### src/rtl/fifo_line_reader_if.sv
// rtl/fifo_line_reader_if.sv - Line-reader bus: FIFO read port, flush and output word stream
//
// Signals:
//   flush                            pipeline-wide synchronous flush
//   line_empty/line_data/line_addr/
//   line_mask/line_pop               FIFO head line and its pop strobe
//   out_valid/out_ready/out_word/
//   out_addr/out_last                registered per-word output stream
// Modports:
//   master  the line reader (drives line_pop and out_*)
//   slave   the surrounding FIFO/decode environment
interface fifo_line_reader_if #(
  parameter int WORD_WIDTH     = 32,
  parameter int WORDS_PER_LINE = 4,
  parameter int ADDR_WIDTH     = 32
);
  logic                                 flush;
  logic                                 line_empty;
  logic [WORD_WIDTH*WORDS_PER_LINE-1:0] line_data;
  logic [ADDR_WIDTH-1:0]                line_addr;
  logic [WORDS_PER_LINE-1:0]            line_mask;
  logic                                 line_pop;
  logic                                 out_valid;
  logic                                 out_ready;
  logic [WORD_WIDTH-1:0]                out_word;
  logic [ADDR_WIDTH-1:0]                out_addr;
  logic                                 out_last;

  modport master (
    input  flush, line_empty, line_data, line_addr, line_mask, out_ready,
    output line_pop, out_valid, out_word, out_addr, out_last
  );

  modport slave (
    output flush, line_empty, line_data, line_addr, line_mask, out_ready,
    input  line_pop, out_valid, out_word, out_addr, out_last
  );
endinterface

### src/rtl/fifo_line_reader.sv
// rtl/fifo_line_reader.sv - Pops masked multi-word FIFO lines and issues valid words one per cycle
//
// Ports:
//   clk    clock, rising edge
//   rst_n  asynchronous active-low reset
//   bus    fifo_line_reader_if.master: FIFO read port (line_*), flush,
//          and the out_* valid/ready word stream with per-word address and
//          end-of-line flag
module fifo_line_reader #(
  parameter int WORD_WIDTH     = 32,
  parameter int WORDS_PER_LINE = 4,
  parameter int ADDR_WIDTH     = 32
) (
  input  logic                clk,
  input  logic                rst_n,
  fifo_line_reader_if.master  bus
);

  localparam int BYTES_PER_WORD = WORD_WIDTH / 8;
  localparam int IDX_W          = $clog2(WORDS_PER_LINE);
  localparam int LINE_W         = WORD_WIDTH * WORDS_PER_LINE;

  // Hold stage: the popped line; hold_mask tracks words not yet issued.
  logic [LINE_W-1:0]         hold_data_q, hold_data_d;
  logic [ADDR_WIDTH-1:0]     hold_addr_q, hold_addr_d;
  logic [WORDS_PER_LINE-1:0] hold_mask_q, hold_mask_d;

  // Output stage.
  logic                      out_valid_q, out_valid_d;
  logic [WORD_WIDTH-1:0]     out_word_q, out_word_d;
  logic [ADDR_WIDTH-1:0]     out_addr_q, out_addr_d;
  logic                      out_last_q, out_last_d;

  logic [IDX_W-1:0]          idx;
  logic                      out_fire;
  logic                      out_free;
  logic                      issue;
  logic                      single_left;
  logic [WORDS_PER_LINE-1:0] rem_next;
  logic                      pop;

  // Lowest set bit of the remaining mask; scanning downward lets the
  // lowest index win.
  always_comb begin
    idx = '0;
    for (int i = WORDS_PER_LINE - 1; i >= 0; i--) begin
      if (hold_mask_q[i]) idx = IDX_W'(i);
    end
  end

  assign out_fire    = out_valid_q & bus.out_ready;
  assign out_free    = ~out_valid_q | bus.out_ready;
  assign issue       = (hold_mask_q != '0) & out_free & ~bus.flush;
  assign single_left = (hold_mask_q & (hold_mask_q - WORDS_PER_LINE'(1))) == '0;
  assign rem_next    = issue ? (hold_mask_q & ~(WORDS_PER_LINE'(1) << idx)) : hold_mask_q;

  // Refill the hold stage in the same cycle its last word issues so lines
  // stream without a bubble. Gated by rst_n so no pop escapes during reset.
  assign pop = rst_n & ~bus.line_empty & ~bus.flush & (rem_next == '0);

  always_comb begin
    hold_data_d = hold_data_q;
    hold_addr_d = hold_addr_q;
    hold_mask_d = rem_next;
    out_valid_d = out_valid_q;
    out_word_d  = out_word_q;
    out_addr_d  = out_addr_q;
    out_last_d  = out_last_q;

    if (pop) begin
      hold_data_d = bus.line_data;
      hold_addr_d = bus.line_addr;
      hold_mask_d = bus.line_mask;
    end

    if (issue) begin
      out_valid_d = 1'b1;
      out_word_d  = hold_data_q[idx*WORD_WIDTH +: WORD_WIDTH];
      out_addr_d  = hold_addr_q + (ADDR_WIDTH'(idx) * ADDR_WIDTH'(BYTES_PER_WORD));
      out_last_d  = single_left;
    end else if (out_fire) begin
      out_valid_d = 1'b0;
    end

    if (bus.flush) begin
      hold_mask_d = '0;
      out_valid_d = 1'b0;
    end
  end

  always_ff @(posedge clk or negedge rst_n) begin
    if (!rst_n) begin
      hold_data_q <= '0;
      hold_addr_q <= '0;
      hold_mask_q <= '0;
      out_valid_q <= 1'b0;
      out_word_q  <= '0;
      out_addr_q  <= '0;
      out_last_q  <= 1'b0;
    end else begin
      hold_data_q <= hold_data_d;
      hold_addr_q <= hold_addr_d;
      hold_mask_q <= hold_mask_d;
      out_valid_q <= out_valid_d;
      out_word_q  <= out_word_d;
      out_addr_q  <= out_addr_d;
      out_last_q  <= out_last_d;
    end
  end

  assign bus.line_pop  = pop;
  assign bus.out_valid = out_valid_q;
  assign bus.out_word  = out_word_q;
  assign bus.out_addr  = out_addr_q;
  assign bus.out_last  = out_last_q;

endmodule
### src/flat_wrapper.sv
// flat-port wrapper written by rule: the top's interface ports become plain ports
module fifo_line_reader_flat 
#(
  parameter int WORD_WIDTH     = 32,
  parameter int WORDS_PER_LINE = 4,
  parameter int ADDR_WIDTH     = 32
)
  (clk, rst_n, bus_flush, bus_line_empty, bus_line_data, bus_line_addr, bus_line_mask, bus_out_ready, bus_line_pop, bus_out_valid, bus_out_word, bus_out_addr, bus_out_last);
  fifo_line_reader_if #(.WORD_WIDTH(WORD_WIDTH), .WORDS_PER_LINE(WORDS_PER_LINE), .ADDR_WIDTH(ADDR_WIDTH)) bus_i ();
  input  logic clk;
  input  logic rst_n;
  input wire logic [$bits(bus_i.flush)-1:0] bus_flush;
  input wire logic [$bits(bus_i.line_empty)-1:0] bus_line_empty;
  input wire logic [$bits(bus_i.line_data)-1:0] bus_line_data;
  input wire logic [$bits(bus_i.line_addr)-1:0] bus_line_addr;
  input wire logic [$bits(bus_i.line_mask)-1:0] bus_line_mask;
  input wire logic [$bits(bus_i.out_ready)-1:0] bus_out_ready;
  output wire logic [$bits(bus_i.line_pop)-1:0] bus_line_pop;
  output wire logic [$bits(bus_i.out_valid)-1:0] bus_out_valid;
  output wire logic [$bits(bus_i.out_word)-1:0] bus_out_word;
  output wire logic [$bits(bus_i.out_addr)-1:0] bus_out_addr;
  output wire logic [$bits(bus_i.out_last)-1:0] bus_out_last;
  assign bus_i.flush = bus_flush;
  assign bus_i.line_empty = bus_line_empty;
  assign bus_i.line_data = bus_line_data;
  assign bus_i.line_addr = bus_line_addr;
  assign bus_i.line_mask = bus_line_mask;
  assign bus_i.out_ready = bus_out_ready;
  assign bus_line_pop = bus_i.line_pop;
  assign bus_out_valid = bus_i.out_valid;
  assign bus_out_word = bus_i.out_word;
  assign bus_out_addr = bus_i.out_addr;
  assign bus_out_last = bus_i.out_last;
  fifo_line_reader #(.WORD_WIDTH(WORD_WIDTH), .WORDS_PER_LINE(WORDS_PER_LINE), .ADDR_WIDTH(ADDR_WIDTH)) u_core (.clk(clk), .rst_n(rst_n), .bus(bus_i));
endmodule
### config.mk
export PLATFORM = sky130hd
export DESIGN_NAME = fifo_line_reader_flat
export DESIGN_NICKNAME = d
export VERILOG_FILES = /design/src/rtl/fifo_line_reader_if.sv /design/src/rtl/fifo_line_reader.sv /design/src/flat_wrapper.sv
export SDC_FILE = /design/constraint.sdc
export NUM_CORES = 1
export LEC_CHECK = 0
export CAP_MARGIN = 20
export CORE_ASPECT_RATIO = 1.5
export CORE_MARGIN = 8
export CORE_UTILIZATION = 50
export CTS_CLUSTER_SIZE = 30
export DETAILED_ROUTE_END_ITERATION = 6
export GPL_ROUTABILITY_DRIVEN = 1
export PLACE_DENSITY = 0.8
export REMOVE_ABC_BUFFERS = 1
export SLEW_MARGIN = 25
export SYNTH_ARGS = -nofsm -noshare
export SYNTH_HDL_FRONTEND = slang
export SYNTH_SLANG_ARGS = --single-unit
### constraint.sdc
create_clock -name clk -period 4.9 [get_ports clk]
set_clock_uncertainty 0.1 [all_clocks]
set_input_delay 0.735 -clock clk [delete_from_list [all_inputs] [get_ports clk]]
set_output_delay 0.735 -clock clk [all_outputs]
set_load 0.05 [all_outputs]
==> qor.txt <==
Status = finished clean
Die width = 131 um
Leading cell types in the layout, fill and taps excluded = clkdlybuf4s50_1, dfrtp_1, mux2_2
Worst Slack Setup Final = 1.10 ns
Multi-input gate area = 0.00399 mm^2
Max Slew Vio Count = 0
Total Wirelength = 24,700 um
Die ar. = 0.0247 mm^2
Slew headroom = 50.1%
Register area = 0.00576 mm^2
Dominant synthesized flop cell = dfrtp_1
Non-filler cells, final = 1,271
Commonest non-fill, non-tap cell in the layout = clkdlybuf4s50_1
P per Cell Area = 511 mW/mm^2
Register area share after synthesis = 57.9%
Largest net degree at the start of global routing = 82
Net count reported at finish = 1,166
Minimum clock period = 3.80 ns
Worst-margin pin slew = 0.748 ns
Mux share of post-synthesis cell area = 24.1%
Cell Rows = 63
Cells after DPL = 1,230
CTS Hold Bufs = 0
Final core utilization = 68.1%
Netlist cell types = 41
Startpoint types = primary input
Fill cells = 1,432
Initial DRC count = 304
Synth Instances = 767
First-pass GRT wire length = 39,900 um
Post-CTS Resized = 0
Yosys warnings = 0
Leakage = 5.87 nW
CTS tree = yes
Ratio of cells with drive above 1 in the final layout = 21.2%
H-tree Lvls = 1
Clk root buf = clkbuf_16
Post-place setup slack = 1.07 ns
Unrepaired setup endpoints after global routing = no
Mapped Area = 0.00994 mm^2
CP Data Arrival Time = 2.96 ns
Num CTS Buffers = 22
Detail Route Antenna Nets = 0
Vias = 6,849
IO Port Bufs = 235
Initial antenna violation count = 3
Final setup viols = 0
First-pass DRT Iterations = 4
XOR/XNOR Fraction of Synth Area = 2.29%
Post-DP HPWL = 17,400 um
Post-synth EDFFs = 0
Reg2Reg Depth = 12
Max IR drop VDD = 0.368 mV
Ys async rst share = 100%
Drc violations = 0
GR Overflow Total = 0
Setup total negative slack = 0 ns
Initial Util = 50.7%
Chip height = 189 um
Post-synthesis simple-gate area fraction = 7.26%
Max Fanout on Critical Path = 47
Setup bufs post-CTS = 0
Critical Path RT = 4.07 ns
Placer Congestion = 0.836
CTS clk-pin slew, worst paths = 0.06 ns
Core area = 0.0196 mm^2
Clock tree sinks = 230
Global Route Usage Sum = 19.9%
Worst Hold Class = primary input to async pin
Vias in the first global route = 7,583
Synth Area in Compound Gates = 5.70%
Power, Total = 0.00683 W
Final Hold Fails = 0
Synth Area per Inst = 13.0 um^2
Maximum buffer depth of the clock tree = 3
WS Path Type = primary input to output pin
Yosys reg bits = 230
Area grow syn2layout = 34.3%
Largest family of logic cells by synthesized area = multiplexers
Post-Synth Adder-Cell Area = 0.453%
Clk_lat worst skew = 0.50 ns
Vias per inst = 5.39
CP endpoint kind = output pin
Fmax = 0.263 GHz
Io pins = 236
Fin crit share = 77.5%
Wire per inst = 19.5 um
# Max-Cap Violations = 0
worst max-delay path, cell delays in order:
cell	delay (ns)
clkdlybuf4s50_1	0.54
inv_1	0.20
a21boi_0	0.18
o211ai_1	0.40
and2_4	0.65
buf_12	0.22
registers in the layout (all words and copies together) (netlist names):
register / flops
u_core.hold_addr_q: 32
u_core.bus.out_word: 32
u_core.bus.out_valid: 1
u_core.hold_data_q: 128
u_core.hold_mask_q: 4
u_core.bus.out_last: 1
u_core.bus.out_addr: 32
cells by family (layout without fill, tap and decap cells):
logic type	after synthesis	count (layout)
flip-flops	230	230
multiplexers	220	220
AND/OR/NAND/NOR	154	154
AO/OA/AOI/OAI	82	82
buffers and inverters	52	293
XOR/XNOR	26	26
adder cells (fa/ha/maj)	3	3
other	0	3
path summary, 6_finish.rpt:
| path | from | to | slack (ns) |
|---|---|---|---|
| min in group clk | u_core.bus.out_addr[19] | u_core.bus.out_addr[19] | 0.38 |
| worst max-delay path | bus_flush | bus_line_pop | 1.10 |
| worst min-delay path | rst_n | u_core.bus.out_addr[10] | 0.03 |
| max in group asynchronous | rst_n | u_core.hold_data_q[62] | 3.62 |
| worst max register to register | u_core.hold_mask_q[3] | u_core.bus.out_addr[26] | 1.51 |
| worst min register to register | u_core.bus.out_addr[19] | u_core.bus.out_addr[19] | 0.38 |
through the flow:
step                      hold slack [ns]  area [um^2]
after CTS                          0.0213        13300
final                              0.0252        13400
after global placement              0.356        12600
after detailed placement            0.368        12600
after floorplan                     0.335         9740
after global routing               0.0320        13400
power by group:
| group | switching, W | leakage [nW] | internal (W) |
|---|---|---|---|
| Sequential | 0.000333 | 2.78 | 0.00243 |
| Clock | 0.000707 | 0.367 | 0.00106 |
| Combinational | 0.00135 | 2.72 | 0.000948 |
| Total | 0.00239 | 5.87 | 0.00444 |
cell usage after synthesis (5+ instances only):
cell	number	area [um^2]
o211ai_1	5	37.5
a21oi_1	5	25.0
nor2_1	14	52.6
mux2_2	156	1760
nand2_1	84	315
o221ai_1	32	280
mux2i_1	64	641
o21ai_0	32	160
buf_2	26	130
nor3_1	6	30.0
or4_1	5	37.5
nand3_1	19	95.1
xor2_1	15	131
clkbuf_1	17	63.8
xnor2_1	11	96.3
dfrtp_1	230	5760
nand4_1	7	43.8
inv_1	8	30.0
metal layers:
| metal | vias to the layer above | track usage, % | routed length [um] |
|---|---|---|---|
| li1 | 3198 | - | - |
| met1 | 3388 | 22.7 | 9400 |
| met2 | 209 | 34.8 | 12800 |
| met3 | 54 | 4.64 | 1580 |
| met4 | 0 | 8.57 | 960 |
| met5 | - | 0 | 0 |
final cells by class:
| type | instances | share of cell area (%) |
|---|---|---|
| antenna | 3 | 0.0562 |
| clock buffer | 29 | 4.70 |
| clock inverter | 9 | 0.965 |
| inverter | 8 | 0.225 |
| multi-input combinational | 485 | 29.9 |
| sequential | 230 | 43.1 |
| tap | 260 | 2.44 |
| timing repair buffer | 247 | 18.7 |
Power figures use the tool's default switching activity.
